===== src/rtl/dna_score_pkg.sv =====
// Shared types and widths for the DNA alignment score engine.
package dna_score_pkg;

    typedef enum logic [2:0] {
        IDLE,
        HDR,
        RUN,
        DRAIN,
        EMIT
    } state_e;

    localparam int NT_PER_WORD = 16;
    localparam int WSCORE_W    = 22;
    localparam int ACC_W       = 32;

    function automatic logic [4:0] count_matches(input logic [31:0] a, input logic [31:0] b);
        logic [4:0] m;
        m = 5'd0;
        for (int i = 0; i < NT_PER_WORD; i++) begin
            if (a[2*i +: 2] == b[2*i +: 2]) m = m + 5'd1;
        end
        return m;
    endfunction

endpackage


===== src/rtl/dna_word_scorer.sv =====
// Registered per-word score: matches * reward - mismatches * penalty, 22-bit signed.
// One cycle latency from en_i; no backpressure (result held until next en_i).
module dna_word_scorer
    import dna_score_pkg::*;
#(
    parameter logic [15:0] MATCH_SCORE      = 16'd2,
    parameter logic [15:0] MISMATCH_PENALTY = 16'd1
) (
    input  logic                       clk_i,
    input  logic                       rst_i,
    input  logic                       en_i,
    input  logic [31:0]                x_i,
    input  logic [31:0]                y_i,
    output logic signed [WSCORE_W-1:0] score_o
);

    logic [4:0]                 m_w;
    logic [WSCORE_W-1:0]        pos_w;
    logic [WSCORE_W-1:0]        neg_w;
    logic signed [WSCORE_W-1:0] score_d;
    logic signed [WSCORE_W-1:0] score_q;

    assign m_w   = count_matches(x_i, y_i);
    assign pos_w = WSCORE_W'(m_w) * WSCORE_W'(MATCH_SCORE);
    assign neg_w = WSCORE_W'(5'd16 - m_w) * WSCORE_W'(MISMATCH_PENALTY);
    // Worst case 16 * 65535 still fits, so the 22-bit difference is exact.
    assign score_d = $signed(pos_w - neg_w);

    always_ff @(posedge clk_i) begin
        if (rst_i) begin
            score_q <= '0;
        end else if (en_i) begin
            score_q <= score_d;
        end
    end

    assign score_o = score_q;

endmodule


===== src/rtl/dna_score_engine.sv =====
// Streams word pairs from dna_x/dna_y FIFOs, sums per-word alignment scores, writes one signed total.
// Accumulator lags the read strobe by 3 cycles; one word pair per cycle while both FIFOs hold data.
// Stalls on empty inputs and on score_full; DNA_SCORE_SATURATE_EN clamps the total instead of wrapping.
module dna_score_engine
    import dna_score_pkg::*;
#(
    parameter logic [15:0] MATCH_SCORE      = 16'd2,
    parameter logic [15:0] MISMATCH_PENALTY = 16'd1
) (
    input  logic        bus_clk,
    input  logic        bus_rst,
    input  logic [31:0] x_dout,
    input  logic        x_empty,
    output logic        x_rd_en,
    input  logic        x_open,
    input  logic [31:0] y_dout,
    input  logic        y_empty,
    output logic        y_rd_en,
    input  logic        y_open,
    output logic [31:0] score_din,
    output logic        score_wr_en,
    input  logic        score_full,
    output logic        score_eof,
    output logic        busy,
    output logic        abort
);

    state_e                     state_q;
    logic                       hdr_rd_q;
    logic [15:0]                len_q;
    logic [15:0]                issued_q;
    logic                       rd_v_q;
    logic                       sc_v_q;
    logic [ACC_W-1:0]           acc_q;
    logic [ACC_W-1:0]           acc_d;
    logic                       abort_q;
    logic                       eof_q;
    logic signed [WSCORE_W-1:0] wscore;
    logic [ACC_W-1:0]           wscore_ext;
    logic                       both_open;
    logic                       hdr_rd;
    logic                       run_rd;

    assign both_open = x_open & y_open;
    assign hdr_rd    = (state_q == HDR) && !hdr_rd_q && both_open;
    assign run_rd    = (state_q == RUN) && both_open && !x_empty && !y_empty
                       && (issued_q != len_q);

    assign x_rd_en     = hdr_rd | run_rd;
    assign y_rd_en     = run_rd;
    assign score_wr_en = (state_q == EMIT) && !score_full;
    assign score_din   = acc_q;
    assign score_eof   = eof_q;
    assign busy        = (state_q != IDLE);
    assign abort       = abort_q;

    dna_word_scorer #(
        .MATCH_SCORE      (MATCH_SCORE),
        .MISMATCH_PENALTY (MISMATCH_PENALTY)
    ) u_scorer (
        .clk_i   (bus_clk),
        .rst_i   (bus_rst),
        .en_i    (rd_v_q),
        .x_i     (x_dout),
        .y_i     (y_dout),
        .score_o (wscore)
    );

    assign wscore_ext = {{(ACC_W-WSCORE_W){wscore[WSCORE_W-1]}}, wscore};

`ifdef DNA_SCORE_SATURATE_EN
    logic [ACC_W:0] sum_w;

    assign sum_w = {acc_q[ACC_W-1], acc_q} + {wscore_ext[ACC_W-1], wscore_ext};

    // Sign bits disagree only on overflow; clamp toward the overflow direction.
    always_comb begin
        acc_d = sum_w[ACC_W-1:0];
        if (sum_w[ACC_W] != sum_w[ACC_W-1]) begin
            acc_d = sum_w[ACC_W] ? 32'h8000_0000 : 32'h7FFF_FFFF;
        end
    end
`else
    assign acc_d = acc_q + wscore_ext;
`endif

    always_ff @(posedge bus_clk) begin
        if (bus_rst) begin
            state_q  <= IDLE;
            hdr_rd_q <= 1'b0;
            len_q    <= '0;
            issued_q <= '0;
            rd_v_q   <= 1'b0;
            sc_v_q   <= 1'b0;
            acc_q    <= '0;
            abort_q  <= 1'b0;
            eof_q    <= 1'b0;
        end else begin
            eof_q  <= (state_q == IDLE) && !x_open && x_empty;
            rd_v_q <= run_rd;
            sc_v_q <= rd_v_q;
            if (sc_v_q) acc_q <= acc_d;

            case (state_q)
                IDLE: begin
                    if (x_open && !x_empty) begin
                        state_q  <= HDR;
                        hdr_rd_q <= 1'b0;
                    end
                end
                HDR: begin
                    if (!both_open) begin
                        state_q <= IDLE;
                        abort_q <= 1'b1;
                        rd_v_q  <= 1'b0;
                        sc_v_q  <= 1'b0;
                    end else if (!hdr_rd_q) begin
                        hdr_rd_q <= 1'b1;
                    end else begin
                        len_q    <= x_dout[15:0];
                        issued_q <= '0;
                        acc_q    <= '0;
                        abort_q  <= 1'b0;
                        state_q  <= (x_dout[15:0] == 16'd0) ? EMIT : RUN;
                    end
                end
                RUN: begin
                    if (!both_open) begin
                        state_q <= IDLE;
                        abort_q <= 1'b1;
                        rd_v_q  <= 1'b0;
                        sc_v_q  <= 1'b0;
                    end else if (run_rd) begin
                        issued_q <= issued_q + 16'd1;
                        if (issued_q + 16'd1 == len_q) state_q <= DRAIN;
                    end
                end
                DRAIN: begin
                    if (!both_open) begin
                        state_q <= IDLE;
                        abort_q <= 1'b1;
                        rd_v_q  <= 1'b0;
                        sc_v_q  <= 1'b0;
                    end else if (!rd_v_q && !sc_v_q) begin
                        state_q <= EMIT;
                    end
                end
                EMIT: begin
                    if (!score_full) state_q <= IDLE;
                end
                default: state_q <= IDLE;
            endcase
        end
    end

endmodule


===== config.mk =====
export PLATFORM = sky130hd
export DESIGN_NAME = dna_score_engine
export DESIGN_NICKNAME = d
export VERILOG_FILES = /design/src/rtl/dna_score_pkg.sv /design/src/rtl/dna_word_scorer.sv /design/src/rtl/dna_score_engine.sv
export SDC_FILE = /design/constraint.sdc
export NUM_CORES = 1
export LEC_CHECK = 0
export ABC_AREA = 0
export CORE_MARGIN = 2
export CORE_UTILIZATION = 50
export DETAILED_ROUTE_END_ITERATION = 16
export GPL_ROUTABILITY_DRIVEN = 0
export PLACE_DENSITY = 0.77
export SLEW_MARGIN = 30
export SYNTH_ARGS = -nofsm -noshare
export SYNTH_HDL_FRONTEND = slang
export SYNTH_HIERARCHICAL = 1
export SYNTH_SLANG_ARGS = --single-unit

===== constraint.sdc =====
create_clock -name bus_clk -period 13.5 [get_ports bus_clk]
set_clock_uncertainty 0.15 [all_clocks]
set_input_delay 4.05 -clock bus_clk [delete_from_list [all_inputs] [get_ports bus_clk]]
set_output_delay 4.05 -clock bus_clk [all_outputs]
set_load 0.05 [all_outputs]

==> flow_summary_export.csv, run 1 <==
group,metric,value,unit
global_routing,grt_max_degree,48,
routing,drtAntennaViolNets,0,
sta,fin_crit_sh,0.985,
routing,routed_via_density,5.69,
die,die_h,131,µm
placement,dp.final_hpwl,15100,µm
global_routing,track_usage,0.222,
power,powerDensity,176,nW/µm²
worst_setup_path,crit_family,"adder cells",
logic_synthesis,synth_edf_count,0,
clocking,clk_pin_slew,60,ps
logic_synthesis,syn_avg_cell_area,7.82,µm²
global_routing,grt_pass1_vias,7184,
cells_and_area,final_area,10100,µm²
clocking,cts_root_buf,"clkbuf_16",
sta,slew_violations,0,
die,rows,46,
sta,finalSetupViolCount,0,
cells_and_area,area_growth,25.0,%
power,ir_drop,0.000173,V
cells_and_area,drive_gt1_frac,0.133,
sta,worst_slack,207,ps
worst_setup_path,path_max_fanout,5,
logic_synthesis,post-synth-top-area-fraction,0.197,
clocking,cts.htree.levels,3,
die,boundaryPins,109,
worst_setup_path,cp_slowest_stage_delay,480,ps
placement,place_ws,-331,ps
power,clockPowerShare,0.147,
cells_and_area,num_antenna_cells,0,
worst_setup_path,cp.required,13600,ps
worst_setup_path,cp_slowest_cell,"clkdlybuf4s50_1",
routing,vias,7791,
die,core-area,15900,µm²
routing,drt_iter0_markers,443,
power,pwr-share-comb,0.715,
routing,drt_first_pass_iters,5,
clocking,cts_hold_buf,0,
cells_and_area,post-route-util,0.638,
logic_synthesis,ys_top_cells_by_area,"dfxtp_1 (20%), xnor2_1 (8.5%), ha_1 (7.7%), xor2_1 (5.6%), a21oi_1 (5.6%)",
run_status,outcome,"finished, final reports clean",
cells_and_area,nets,1271,
routing,wl_per_cell,14.9,µm
global_routing,grt_pass1_wl,32800,µm
logic_synthesis,ys_warn_count,6,
logic_synthesis,synth_area,8110,µm²
die,die_x,131,µm
job,cap_violations,0,
cells_and_area,fillCellCount,1361,
hold_path,hp-start,"u_scorer/score_o[7]$_SDFFE_PP0P_",
worst_setup_path,cp_data_arrival_time,13390,ps
logic_synthesis,synth_flop_cell,"dfxtp_1",
worst_setup_path,path_buf_inv,6,
worst_setup_path,r2r_start,"u_scorer/score_o[7]$_SDFFE_PP0P_",
logic_synthesis,synth.largest_area_cell,"dfxtp_1",
die,fp.dieArea,17300,µm²
clocking,cts_buffers,9,
worst_setup_path,startpoint_type,"primary input",
power,swShare,0.430,
logic_synthesis,synthesis.nets,1159,
sta,tns,0,ps
clocking,clk_latency,340,ps
power,p_sw,0.768,mW
placement,place_area,9460,µm²
global_routing,gr-total-overflow,0,
sta,worstMarginPinSlew,872,ps
worst_setup_path,worst_path_most_repeated_cell,"ha_4",
sta,fmax,0.0752,GHz
clocking,clockBufferDepth,2,
power,leakagePower,3.95,nW
logic_synthesis,yosysSeqAreaShare,0.197,
routing,drc,0,
logic_synthesis,synth-seq-cells,80,
hold_path,hold_class,"reg -> reg",
sta,layout_min_cycle_time,13290,ps
logic_synthesis,ys_types,104,
worst_setup_path,crit_type,"in -> reg",
logic_synthesis,netlist_instances,1037,
clocking,cts_tree,"done",
routing,wl,20400,µm
placement,port_buffers,108,
logic_synthesis,ys_async_sr_fraction,0,
global_routing,antenna_found_initial,0,
power,total_power,1.78,mW
worst_setup_path,startpoint,"y_dout[2]",
worst_setup_path,cp-end-kind,"flop",
logic_synthesis,synth_common_cells,"nand2_1 (114), nor2_1 (104), a21oi_1 (90)",
die,floorplan.initialDensity,0.511,
sta,slew_headroom,0.416,
power,p_seq_frac,0.137,
sta,hold_viol,0,
logic_synthesis,synth.most_common_cell,"nand2_1",
power,p_int,1.02,mW
clocking,clkSinkCount,80,
-- area by class of cell --
| cell class | instances | area, µm² | share of cell area |
|---|---|---|---|
| multi-input combinational | 869 | 6350 | 0.627 |
| sequential | 80 | 1600 | 0.158 |
| timing repair buffer | 156 | 1470 | 0.145 |
| tap | 216 | 270 | 0.0267 |
| clock buffer | 10 | 229 | 0.0226 |
| inverter | 33 | 124 | 0.0122 |
| clock inverter | 6 | 91.3 | 0.00901 |
-- worst register-to-register path, stage by stage, from the launching register on --
cell       delay (ps)
dfxtp_1           330
buf_4             300
ha_1              390
a21oi_1           180
o21ai_0           120
a31oi_1           250
nand3b_1          170
a2111oi_0         700
o21ai_0           240
xor2_1            180
mux2i_1           140
nor2_1             50
-- final timing paths --
| check | to | slack [ps] | depth (start not counted) |
|---|---|---|---|
| hold reg to reg | u_scorer/score_o[7]$_SDFFE_PP0P_ | 310 | 2 |
| setup reg to reg | score_din[28]$_SDFF_PP0_ | 10170 | 11 |
| setup / recovery | u_scorer/score_o[5]$_SDFFE_PP0P_ | 210 | 49 |
| hold / removal | u_scorer/score_o[7]$_SDFFE_PP0P_ | 310 | 2 |
-- placed cells by master, fill, tap and decap left out, types with 5 or more instances in the layout --
cell type,netlist,final
xnor2_2,4,9
nand3_1,30,28
clkdlybuf4s50_1,0,102
o211ai_1,13,13
inv_1,33,30
a21o_1,13,13
ha_4,0,7
nor4_1,8,8
buf_4,15,47
nand4_1,12,12
o21ai_0,40,40
or3_1,10,9
o21bai_1,5,5
clkbuf_16,0,9
dfxtp_1,80,80
dlymetal6s2s_1,0,6
xor2_1,52,52
a21oi_1,90,87
o22ai_1,10,8
a211oi_1,16,16
nand2_1,114,113
nor3_1,22,20
and3_1,8,8
mux2i_1,34,34
o21a_1,5,5
nand2b_1,6,6
and2_1,14,13
xnor2_1,79,74
a21oi_2,2,5
ha_1,50,41
nor2_1,104,103
a31oi_1,8,7
-- power by group through the flow --
| stage | registers, mW | clock network [mW] | logic [mW] |
|---|---|---|---|
| after detailed placement | 0.250 | 0 | 1.11 |
| final | 0.245 | 0.263 | 1.28 |
| after CTS | 0.245 | 0.269 | 1.13 |
| after global placement | 0.250 | 0 | 1.09 |
| after global routing | 0.246 | 0.280 | 1.38 |
| after floorplan | 0.252 | 0 | 0.827 |
-- metal layers --
metal | vias up | part of all wire | wire, µm | GRT usage
li1 | 3934 | - | - | -
met1 | 3624 | 0.45 | 9220 | 0.280
met2 | 193 | 0.48 | 9840 | 0.385
met3 | 40 | 0.045 | 909 | 0.0475
met4 | 0 | 0.021 | 424 | 0.0537
met5 | - | 0 | 0 | 0
-- per-stage QoR --
stage               hold WS (ps)  instances
floorplan                    299       1037
global placement             297       1345
detailed placement           300       1345
CTS                          309       1361
global route                 334       1370
finish                       307       1370
-- flip-flops by register name, indices dropped and copies added, names as in the netlist --
register          cells
score_din            32
issued_q             16
len_q                16
u_scorer/score_o      8
state_q               3
abort                 1
hdr_rd_q              1
rd_v_q                1
sc_v_q                1
score_eof             1
-- repair_timing --
item	4_1_cts	5_1_grt
buffers inserted	0	8
resized for setup	0	49
endpoints found under the hold margin	0	0
setup endpoints to repair	0	6
-- kinds of logic (layout without fill, tap and decap cells) --
group | Yosys count | after routing | share of synthesized area
flops | 80 | 80 | 0.197
xor+xnor | 146 | 146 | 0.182
compound gates | 265 | 265 | 0.222
fa+ha+maj | 52 | 52 | 0.0808
simple gates | 369 | 369 | 0.219
mux | 37 | 37 | 0.0470
buf+inv | 88 | 205 | 0.0524
Note: power is estimated with default switching activity, not from simulation.
==> run 2, diff against run 1 <==
--- a/config.mk
+++ b/config.mk
@@ -10,6 +10,7 @@
 export CORE_UTILIZATION = 50
 export DETAILED_ROUTE_END_ITERATION = 16
 export GPL_ROUTABILITY_DRIVEN = 0
+export MAX_ROUTING_LAYER = met4
 export PLACE_DENSITY = 0.77
 export SLEW_MARGIN = 30
 export SYNTH_ARGS = -nofsm -noshare
==> flow_summary_export.csv, run 2 (same netlist as run 1, synthesis figures left out) <==
group,metric,value,unit
cells_and_area,largest_register_ffs,32,
global_routing,gr-total-overflow,0,
cells_and_area,layout_commonest_cell,"nand2_1",
cells_and_area,finalNonFillerCells,1370,
routing,drt_iter0_markers,406,
power,powerDensity,176,nW/µm²
worst_setup_path,cp.required,13600,ps
sta,tns,0,ps
clocking,cts_tree,"done",
sta,slew_violations,0,
die,die_h,131,µm
die,fp.dieArea,17300,µm²
routing,drtAntennaViolNets,0,
worst_setup_path,cp_slowest_cell,"clkdlybuf4s50_1",
placement,place_area,9460,µm²
global_routing,grt_pass1_vias,7181,
worst_setup_path,cp_slowest_stage_delay,480,ps
worst_setup_path,crit_type,"in -> reg",
run_status,outcome,"finished, final reports clean",
routing,vias,7789,
routing,wl_per_cell,14.9,µm
routing,routed_via_density,5.69,
power,leakagePower,3.95,nW
sta,fmax,0.0752,GHz
cells_and_area,area_growth,25.0,%
worst_setup_path,worst_path_most_repeated_cell,"ha_4",
cells_and_area,seqCellArea,1600,µm²
die,floorplan.initialDensity,0.511,
clocking,clkSinkCount,80,
placement,dp.final_hpwl,15100,µm
die,die_x,131,µm
die,core-area,15900,µm²
sta,slew_headroom,0.411,
routing,drt_first_pass_iters,5,
cells_and_area,nets,1271,
routing,wl,20400,µm
sta,hold_viol,0,
clocking,clk_pin_slew,60,ps
global_routing,grt_max_degree,48,
sta,finalSetupViolCount,0,
worst_setup_path,path_buf_inv,6,
worst_setup_path,path_max_fanout,5,
clocking,cts_buffers,9,
die,boundaryPins,109,
worst_setup_path,crit_family,"adder cells",
power,total_power,1.79,mW
die,rows,46,
worst_setup_path,cp-end-kind,"flop",
routing,drc,0,
global_routing,track_usage,0.228,
job,cap_violations,0,
cells_and_area,drive_gt1_frac,0.133,
placement,port_buffers,108,
cells_and_area,post-route-util,0.638,
sta,fin_crit_sh,0.985,
sta,layout_min_cycle_time,13290,ps
placement,placedCellCount,1345,
cells_and_area,multi_input_area,6350,µm²
clocking,cts_root_buf,"clkbuf_16",
power,ir_drop,0.000174,V
cells_and_area,final_area,10100,µm²
global_routing,grt_pass1_wl,32800,µm
hold_path,hold_class,"reg -> reg",
cells_and_area,fillCellCount,1361,
clocking,clockBufferDepth,2,
sta,worstMarginPinSlew,880,ps
global_routing,antenna_found_initial,0,
worst_setup_path,cp_data_arrival_time,13390,ps
clocking,cts.htree.levels,3,
cells_and_area,num_antenna_cells,0,
cells_and_area,final_cell_mix,"nand2_1 (113), nor2_1 (103), clkdlybuf4s50_1 (102)",
worst_setup_path,startpoint_type,"primary input",
clocking,clk_latency,340,ps
## run 2: cell counts in the layout (fill, tap and decap cells not counted)
Identical to the previous run, type by type.
## run 2: tightest hold or removal path, delay by kind of cell (launching register included)
family | cells | cell delay [ps]
flip-flops | 1 | 310
AO/OA/AOI/OAI | 1 | 50
AND/OR/NAND/NOR | 1 | 50
## run 2: power breakdown
part / switching, mW / total (mW) / internal (mW) / leakage [nW]
clock network: 0.0998 / 0.263 / 0.163 / 0.157
logic: 0.663 / 1.28 / 0.614 / 3.15
registers: 0.00550 / 0.245 / 0.240 / 0.645
total: 0.768 / 1.79 / 1.02 / 3.95
## run 2: area by class of cell
type                            instances  share of cell area
Inverter                               33              0.0122
Tap cell                              216              0.0267
Clock buffer                           10              0.0226
Sequential cell                        80               0.158
Multi-Input combinational cell        869               0.627
Clock inverter                          6             0.00901
Timing Repair Buffer                  156               0.145
## run 2: routing by layer
layer	GRT usage	part of all wire	routed length, µm	vias up
met5	-	0	0	-
li1	-	-	-	3936
met1	0.281	0.45	9240	3625
met2	0.385	0.48	9860	189
met3	0.0463	0.042	856	39
met4	0.0537	0.020	417	0
## run 2: what timing repair did
item | 4_1_cts | 5_1_grt
hold buffers | 0 | 0
setup endpoints to repair | 0 | 6
buffers inserted | 0 | 8
gates resized for setup | 0 | 49
## run 2: final timing paths
| kind | startpoint | endpoint | slack (ps) | cells past startpoint |
|---|---|---|---|---|
| worst max-delay path | y_dout[2] | u_scorer/score_o[5]$_SDFFE_PP0P_ | 210 | 49 |
| worst min-delay path | u_scorer/score_o[7]$_SDFFE_PP0P_ | u_scorer/score_o[7]$_SDFFE_PP0P_ | 310 | 2 |
| worst max register to register | u_scorer/score_o[7]$_SDFFE_PP0P_ | score_din[28]$_SDFF_PP0_ | 10170 | 11 |
| worst min register to register | u_scorer/score_o[7]$_SDFFE_PP0P_ | u_scorer/score_o[7]$_SDFFE_PP0P_ | 310 | 2 |
## run 2: metrics by stage
| step | hold slack [ps] | worst slack [ps] |
|---|---|---|
| after floorplan | 299 | 80.3 |
| after global placement | 297 | -131 |
| after detailed placement | 300 | -331 |
| after CTS | 309 | 0.486 |
| after global routing | 334 | -278 |
| final | 307 | 206 |
==> run 3, diff against run 2 <==
--- a/config.mk
+++ b/config.mk
@@ -12,6 +12,7 @@
 export GPL_ROUTABILITY_DRIVEN = 0
 export MAX_ROUTING_LAYER = met4
 export PLACE_DENSITY = 0.77
+export SKIP_CTS_REPAIR_TIMING = 1
 export SLEW_MARGIN = 30
 export SYNTH_ARGS = -nofsm -noshare
 export SYNTH_HDL_FRONTEND = slang
==> results of run 3 <==
Final layout, timing and power as in run 2 (identical DEF).
